File: src/rtl/enable_hold_pkg.sv
// Shared types and helpers for the multi-channel enable/hold block.
// Consumers can use hold_status_t to bundle per-lane status bits.
package enable_hold_pkg;

    typedef struct packed {
        logic valid;
        logic changed;
        logic stale;
    } hold_status_t;

    // Largest value an age counter of the given width can hold.
    function automatic longint unsigned age_max(input int unsigned aw);
        return (64'd1 << aw) - 64'd1;
    endfunction

endpackage

File: src/rtl/enable_hold_channel.sv
// One lane: captures on en, holds otherwise, and tracks validity,
// saturating age, staleness and a change pulse.
module enable_hold_channel
    import enable_hold_pkg::*;
#(
    parameter int unsigned       WIDTH       = 8,
    parameter int unsigned       REGISTERED  = 0,
    parameter int unsigned       AGE_WIDTH   = 8,
    parameter int unsigned       STALE_LIMIT = 16,
    parameter logic [WIDTH-1:0]  RESET_VALUE = '0
) (
    input  logic                 clk,
    input  logic                 reset_n,
    input  logic                 en,
    input  logic                 clear,
    input  logic [WIDTH-1:0]     in,
    output logic [WIDTH-1:0]     out,
    output hold_status_t         status,
    output logic [AGE_WIDTH-1:0] age
);

    localparam logic [AGE_WIDTH-1:0] AGE_MAX =
        AGE_WIDTH'(age_max(AGE_WIDTH));
    localparam logic STALE_EN = (STALE_LIMIT != 0);

    logic [WIDTH-1:0]     held;
    logic                 held_valid;
    logic [AGE_WIDTH-1:0] age_q;
    logic [AGE_WIDTH-1:0] age_inc;
    logic                 changed_q;
    logic                 stale_q;

    function automatic logic stale_of(input logic [AGE_WIDTH-1:0] a);
        return STALE_EN && (64'(a) >= 64'(STALE_LIMIT));
    endfunction

    // Saturating increment so a long-idle lane never looks fresh again.
    always_comb begin
        age_inc = age_q;
        if (age_q != AGE_MAX) begin
            age_inc = age_q + AGE_WIDTH'(1);
        end
    end

    // Lane state: clear wins over en, en captures, otherwise age ticks.
    always_ff @(posedge clk or negedge reset_n) begin
        if (!reset_n) begin
            held       <= RESET_VALUE;
            held_valid <= 1'b0;
            age_q      <= AGE_MAX;
            changed_q  <= 1'b0;
            stale_q    <= STALE_EN;
        end else if (clear) begin
            held       <= RESET_VALUE;
            held_valid <= 1'b0;
            age_q      <= AGE_MAX;
            changed_q  <= 1'b0;
            stale_q    <= STALE_EN;
        end else if (en) begin
            held       <= in;
            held_valid <= 1'b1;
            age_q      <= '0;
            changed_q  <= !held_valid || (in != held);
            stale_q    <= stale_of('0);
        end else begin
            age_q      <= age_inc;
            changed_q  <= 1'b0;
            stale_q    <= stale_of(age_inc);
        end
    end

    if (REGISTERED != 0) begin : g_reg
        assign out          = held;
        assign status.valid = held_valid;
    end else begin : g_bypass
        assign out          = en ? in : held;
        assign status.valid = en | held_valid;
    end

    assign status.changed = changed_q;
    assign status.stale   = stale_q;
    assign age            = age_q;

endmodule

File: src/rtl/enable_hold_multi.sv
// Multi-channel enable/hold: a bank of independent lanes packed onto
// flat buses, lane c at [c*WIDTH +: WIDTH].
module enable_hold_multi
    import enable_hold_pkg::*;
#(
    parameter int unsigned       WIDTH       = 8,
    parameter int unsigned       CHANNELS    = 4,
    parameter int unsigned       REGISTERED  = 0,
    parameter int unsigned       AGE_WIDTH   = 8,
    parameter int unsigned       STALE_LIMIT = 16,
    parameter logic [WIDTH-1:0]  RESET_VALUE = '0
) (
    input  logic                          clk,
    input  logic                          reset_n,
    input  logic [CHANNELS-1:0]           en,
    input  logic [CHANNELS-1:0]           clear,
    input  logic [CHANNELS*WIDTH-1:0]     in,
    output logic [CHANNELS*WIDTH-1:0]     out,
    output logic [CHANNELS-1:0]           valid,
    output logic [CHANNELS-1:0]           changed,
    output logic [CHANNELS-1:0]           stale,
    output logic [CHANNELS*AGE_WIDTH-1:0] age
);

    for (genvar c = 0; c < CHANNELS; c++) begin : g_ch
        hold_status_t st;

        enable_hold_channel #(
            .WIDTH       (WIDTH),
            .REGISTERED  (REGISTERED),
            .AGE_WIDTH   (AGE_WIDTH),
            .STALE_LIMIT (STALE_LIMIT),
            .RESET_VALUE (RESET_VALUE)
        ) u_ch (
            .clk     (clk),
            .reset_n (reset_n),
            .en      (en[c]),
            .clear   (clear[c]),
            .in      (in[c*WIDTH +: WIDTH]),
            .out     (out[c*WIDTH +: WIDTH]),
            .status  (st),
            .age     (age[c*AGE_WIDTH +: AGE_WIDTH])
        );

        assign valid[c]   = st.valid;
        assign changed[c] = st.changed;
        assign stale[c]   = st.stale;
    end

endmodule

File: config.mk
export PLATFORM = sky130hd
export DESIGN_NAME = enable_hold_multi
export DESIGN_NICKNAME = d
export VERILOG_FILES = /design/src/rtl/enable_hold_pkg.sv /design/src/rtl/enable_hold_channel.sv /design/src/rtl/enable_hold_multi.sv
export SDC_FILE = /design/constraint.sdc
export NUM_CORES = 1
export LEC_CHECK = 0
export BUFFER_PORTS_ARGS = -buffer_cell sky130_fd_sc_hd__buf_2
export CAP_MARGIN = 20
export CORE_ASPECT_RATIO = 1.2
export CORE_MARGIN = 2
export CORE_UTILIZATION = 39
export CTS_BUF_LIST = sky130_fd_sc_hd__clkbuf_4
export DETAILED_ROUTE_END_ITERATION = 6
export PLACE_DENSITY = 0.76
export SLEW_MARGIN = 10
export SYNTH_ARGS = -nofsm -noshare
export SYNTH_HDL_FRONTEND = slang
export SYNTH_SLANG_ARGS = --single-unit
File: constraint.sdc
create_clock -name clk -period 1.73 [get_ports clk]
set_clock_uncertainty 0.15 [all_clocks]
set_input_delay 0.346 -clock clk [delete_from_list [all_inputs] [get_ports clk]]
set_output_delay 0.346 -clock clk [all_outputs]
set_load 0.05 [all_outputs]
# ---- After elaboration in Yosys (flattened, before gate mapping)
# Cells that the tools add are included.
dict set report classes {
  n_eq_ne 8
  n_bitwise 4
  n_mux 44
  order_cmp 4
  add_sub_neg 4
  n_reduce_logical 12
}
# op count
set ops {}
lappend ops {{$mux W8} 20}
lappend ops {{$add A8 B1 Y8 const B} 4}
lappend ops {{$ge A8 B5 Y1 const B} 4}
lappend ops {{$ne A8 B8 Y1} 4}
lappend ops {{$ne A8 B8 Y1 const B} 4}
lappend ops {{$mux W1} 24}
lappend ops {{$reduce_bool A2 Y1} 4}
lappend ops {{$logic_not A1 Y1} 4}
lappend ops {{$logic_or A1 B1 Y1} 4}
lappend ops {{$or A1 B1 Y1} 4}
dict set report word_totals {
  register_bits 76
  wordCells 96
}

# ---- Depth between registers and ports, before layout
dict set report logic_depth {
  ltp_word 5
  depth_mapped 6
  depth_no_buf 5
}

# ---- Modules after synthesis
# Synthesis repeated with hierarchy kept, for this count alone.
dict set report unflattened {
  hier_cells 368
  area_unflattened_um2 4204.0
}
# mod cells_per_inst seq_area_each_um2 area_each_um2 n_inst
set by_module_without_submodules {}
lappend by_module_without_submodules {enable_hold_channel 92 486.7 1051.0 4}

# ---- Least setup slack after synthesis
# No wires, ideal clock.
dict set report synth_timing {
  path_kind {flip-flop to flip-flop}
  from {register g_ch[1].u_ch.age_q[0]}
  to {register g_ch[1].u_ch.age_q[3]}
  n_path_buf 1
  stages_incl_launch_ff 6
  arrival_time_ns 1.733
  path_slack_ns -0.243
  required_ns 1.489
  setup_ns 0.091
  path_cell_list {dfstp_2 ha_1 clkbuf_1 nand4_2 and3_1 o31ai_1}
}
dict set report synth_via {
  elab_chain_cells 4
  word_cells_on_any_way 5
}
# element line_no
set synth_lines {}
lappend synth_lines {{start: declaration} enable_hold_channel.sv:28} ;# logic [AGE_WIDTH-1:0] age_q;
lappend synth_lines {{start signal: assignment} enable_hold_channel.sv:66} ;# age_q <= age_inc;
lappend synth_lines {{$add A8 B1 Y8 / $ne A8 B8 Y1 (equally long branches)} {enable_hold_channel.sv:41, enable_hold_channel.sv:40}}
lappend synth_lines {{$mux W8 (*)} enable_hold_channel.sv:40} ;# if (age_q != AGE_MAX) begin
lappend synth_lines {{$mux W8 (*)} enable_hold_channel.sv:59} ;# end else if (en) begin
lappend synth_lines {{$mux W8 (*)} enable_hold_channel.sv:53} ;# end else if (clear) begin
# Mark *: on every way between the ends. The rest lies on a longest branch, timed or not.
# A chain may end at the register's enable or synchronous reset.

# ---- Worst setup path after layout
dict set report layout_timing {
  from {register g_ch[2].u_ch.age_q[1]}
  to {register g_ch[2].u_ch.stale_q}
}
dict set report layout_via {
  elab_chain_cells 5
  word_cells_on_any_way 6
}
# element line_no
set layout_lines {}
lappend layout_lines {{start: declaration} enable_hold_channel.sv:28}
lappend layout_lines {{start signal: assignment} enable_hold_channel.sv:66}
lappend layout_lines {{$add A8 B1 Y8 / $ne A8 B8 Y1 (equally long branches)} {enable_hold_channel.sv:41, enable_hold_channel.sv:40}}
lappend layout_lines {{$mux W8 (*)} enable_hold_channel.sv:40}
lappend layout_lines {{$ge A8 B5 Y1 (*)} enable_hold_channel.sv:34} ;# return STALE_EN && (64'(a) >= 64'(STALE_LIMIT));
lappend layout_lines {{$mux W1 (*)} enable_hold_channel.sv:59}
lappend layout_lines {{$mux W1 (*)} enable_hold_channel.sv:53}
lappend layout_lines {{end signal: assignment} enable_hold_channel.sv:64} ;# stale_q <= stale_of('0);
lappend layout_lines {{end signal: assignment} enable_hold_channel.sv:68} ;# stale_q <= stale_of(age_inc);
lappend layout_lines {{end: declaration} enable_hold_channel.sv:31} ;# logic stale_q;
# Marked as above.

==> impl_metrics.py <==
metrics = {
    "synth": {
        "syn_nets": 426,
        "ys_types": 46,
        "synth_top_area_cell": "dfrtp_1",
        "ys_top_cells_by_area": "dfrtp_1 (24%), dfstp_2 (23%), mux2_2 (8.7%)",
        "synth-seq-area-share_pct": 47.2,
        "ys_seq_elements": 76,
        "syn_area_mm2": 0.00413,
        "synth_top_area_share_pct": 24.3,
        "ys_warn_count": 0,
        "ys.flop_type": "dfrtp_1",
        "async_reset_ff_share_pct": 100,
        "avgSynthCellArea_um2": 10.9,
        "synth-edff-count": 0,
        "syn_inst": 380,
    },
    "worst_setup_path": {
        "crit_required_ns": 1.92,
        "cp_max_fo": 4,
        "cpMaxStageDelayCell": "dfstp_4",
        "r2r-start": "g_ch[2].u_ch.age[1]$_DFF_PN1_",
        "cp-start-kind": "register",
        "worstPathCellList": "and4_4 > and4_1 > nor3_2 > or4_1",
        "path_delay_family": "simple AND/OR/NAND/NOR gates",
        "slowest_delay_ns": 0.66,
        "cp-end-kind": "register",
        "worstSetupPathType": "reg2reg",
        "cp.arrival_ns": 2.14,
        "path_buf_inv": 0,
        "crit_path_start": "g_ch[2].u_ch.age[1]$_DFF_PN1_",
    },
    "final_layout": {
        "drive_gt1_share_pct": 56.3,
        "antenna_cells": 0,
        "area_growth_syn_to_layout_pct": 58.8,
        "layout.nets": 636,
        "final_common_cell": "buf_4",
        "final_cell_mix": "buf_4 (93), buf_2 (45), buf_6 (43)",
    },
    "sta": {
        "max_freq_ghz": 0.513,
        "setup_viol_count_final": 42,
        "timing.hold.ws_ns": 0.0987,
        "min_period_ns": 1.95,
        "hold_viol": 0,
        "finalCritPeriodShare_pct": 113,
        "slew_headroom_pct": 63.9,
        "timing.final.max_slew_violations": 0,
        "layout_setup_ws_ns": -0.219,
        "rsz0062_at_grt": "yes",
        "worst_slew_pin_slew_ns": 0.540,
    },
    "grt": {
        "top_usage_layer": "met2",
        "grt_max_degree": 32,
        "grt_use_met1_pct": 21.5,
        "antenna_found_initial": 0,
        "grt_util_met2_pct": 33.2,
        "grt_pass1_vias": 3650,
        "grt_use_met3_pct": 4.91,
        "grt_overflow_total": 0,
        "grt.total_usage_pct": 18.6,
        "grt_pass1_wl_um": 17100,
    },
    "run_status": {
        "status": "finished, violations left",
        "failed_checks": "setup timing",
    },
    "route": {
        "vias": 3809,
        "dr.pass1.iters": 4,
        "viasPerCell": 5.26,
        "ant_nets": 0,
        "wire_per_inst_um": 15.5,
        "wirelength_um": 11200,
        "drtIter0Drc": 126,
        "drcViolationCount": 0,
    },
    "flow_run": {
        "cap_violations": 0,
    },
    "pwr": {
        "p_switching_mw": 1.78,
        "sw_frac_of_total_pct": 34.6,
        "irDropWorstVdd_v": 0.000387,
        "power.density_mw_per_mm2": 786,
        "p_int_mw": 3.37,
        "p_comb_share_pct": 38.3,
        "clkPwrFrac_pct": 21.0,
        "p_leak_nw": 3.11,
        "pwr-share-seq_pct": 40.6,
    },
    "hold_path": {
        "hold_path_class": "in2reg",
        "hold_start": "in[5]",
    },
    "floorplan": {
        "core-area_mm2": 0.0104,
        "die_x_um": 97.9,
        "die_height_um": 117,
        "num_rows": 41,
        "pin_count": 118,
        "initial_core_util_pct": 39.6,
        "fp.dieArea_mm2": 0.0114,
    },
    "clocking": {
        "cts_buffers": 9,
        "clockBufferDepth": 2,
        "cts.clk_slew.worst_paths_ns": 0.12,
        "root_buffer": "clkbuf_4",
        "cts_tree": "built",
        "htree_levels": 3,
        "cts_sinks": 76,
        "clock_latency_ns": 0.41,
    },
    "placed_design": {
        "io_buffers": 117,
        "place.gp.congestion": 0.899,
        "dp_slack_ns": -0.154,
        "hpwl_um": 6730,
    },
}
-- stage by stage --
step | cells | TNS, ns | total power, mW | utilization, % | instance area, um^2
finish | 724 | -1.28 | 5.14 | 62.9 | 6550
global route | 724 | -5.36 | 5.39 | 62.9 | 6550
CTS | 699 | -2.97 | 5.04 | 59.5 | 6200
detailed placement | 627 | -0.376 | 3.54 | 48.6 | 5060
global placement | 627 | -0.102 | 3.51 | 48.6 | 5060
floorplan | 380 | -0.246 | 3.16 | - | 4270
-- path summary, 6_finish.rpt --
kind                                               endpoint  slack (ns)  cells past startpoint
setup / recovery             g_ch[2].u_ch.stale_q$_DFF_PN1_       -0.22                      4
hold / removal             g_ch[0].u_ch.changed_q$_DFF_PN0_         0.1                      3
setup reg to reg             g_ch[2].u_ch.stale_q$_DFF_PN1_       -0.22                      4
hold reg to reg            g_ch[0].u_ch.changed_q$_DFF_PN0_        0.42                      2
max in group asynchronous     g_ch[3].u_ch.age[7]$_DFF_PN1_        0.69                      3
min in group asynchronous    g_ch[0].u_ch.held[3]$_DFF_PN0_        0.19                      2
-- synth_stat cells, types with 5 or more instances --
| cell type | count |
|---|---|
| nand3_1 | 15 |
| dfrtp_1 | 40 |
| mux2_2 | 32 |
| nand4_1 | 10 |
| xnor2_1 | 9 |
| a21o_1 | 5 |
| o21ai_0 | 21 |
| nand2b_1 | 5 |
| and3_1 | 13 |
| mux2i_1 | 8 |
| o31ai_1 | 6 |
| clkbuf_1 | 10 |
| nand2_1 | 11 |
| and2_1 | 29 |
| or2_2 | 7 |
| inv_1 | 6 |
| dfstp_2 | 36 |
| a31oi_1 | 6 |
| buf_4 | 8 |
| and4_1 | 5 |
| nor3_1 | 8 |
| nor2b_1 | 14 |
| nor2_1 | 7 |
| xor2_1 | 27 |
-- layer usage --
layer	vias to the layer above	routed length [um]
met5	-	0
li1	1775	-
met3	32	706
met2	143	5900
met1	1859	4310
met4	0	289
-- timing repair --
item	CTS	global route
endpoints found under the setup margin	76	83
hold endpoints to repair	48	0
resized for setup	176	47
cloned	0	0
setup buffers	54	25
hold buffers	2	0
pin swaps	4	17
-- state kept, by name, summed over array words and instances (netlist names) --
signal,cells
g_ch.u_ch.held_valid,4
g_ch.u_ch.age,32
g_ch.u_ch.stale_q,4
g_ch.u_ch.changed_q,4
g_ch.u_ch.held,32
-- tightest hold or removal path: stages --
cell and delay [ns]:
buf_2 0.10, xnor2_1 0.11, a311oi_1 0.08
-- area by class of cell --
type | instances | area [um^2]
sequential | 76 | 2000
multi-input combinational | 275 | 2210
fill | 792 | 3860
inverter | 6 | 22.5
clock inverter | 3 | 37.5
timing repair buffer | 222 | 2020
tap | 129 | 161
clock buffer | 13 | 97.6
-- power groups by stage --
| stage | registers [mW] | clock network, mW | logic [mW] |
|---|---|---|---|
| after floorplan | 2.36 | 0 | 0.800 |
| after global placement | 2.13 | 0 | 1.37 |
| after detailed placement | 2.14 | 0 | 1.40 |
| after CTS | 2.09 | 1.13 | 1.82 |
| after global routing | 2.11 | 1.19 | 2.09 |
| final | 2.09 | 1.08 | 1.97 |
-- cells by family after synthesis --
| kind of cell | after synthesis | share of synthesized area, % |
|---|---|---|
| AOI/OAI and AO/OA | 58 | 9.37 |
| xor gates and xnor gates | 36 | 7.64 |
| adders and majority gates | 4 | 1.21 |
| buffers and inverters | 29 | 4.03 |
| DFF | 76 | 47.2 |
| muxes | 40 | 10.7 |
| and+or+nand+nor | 137 | 19.9 |
(Power assumes the default switching activity.)
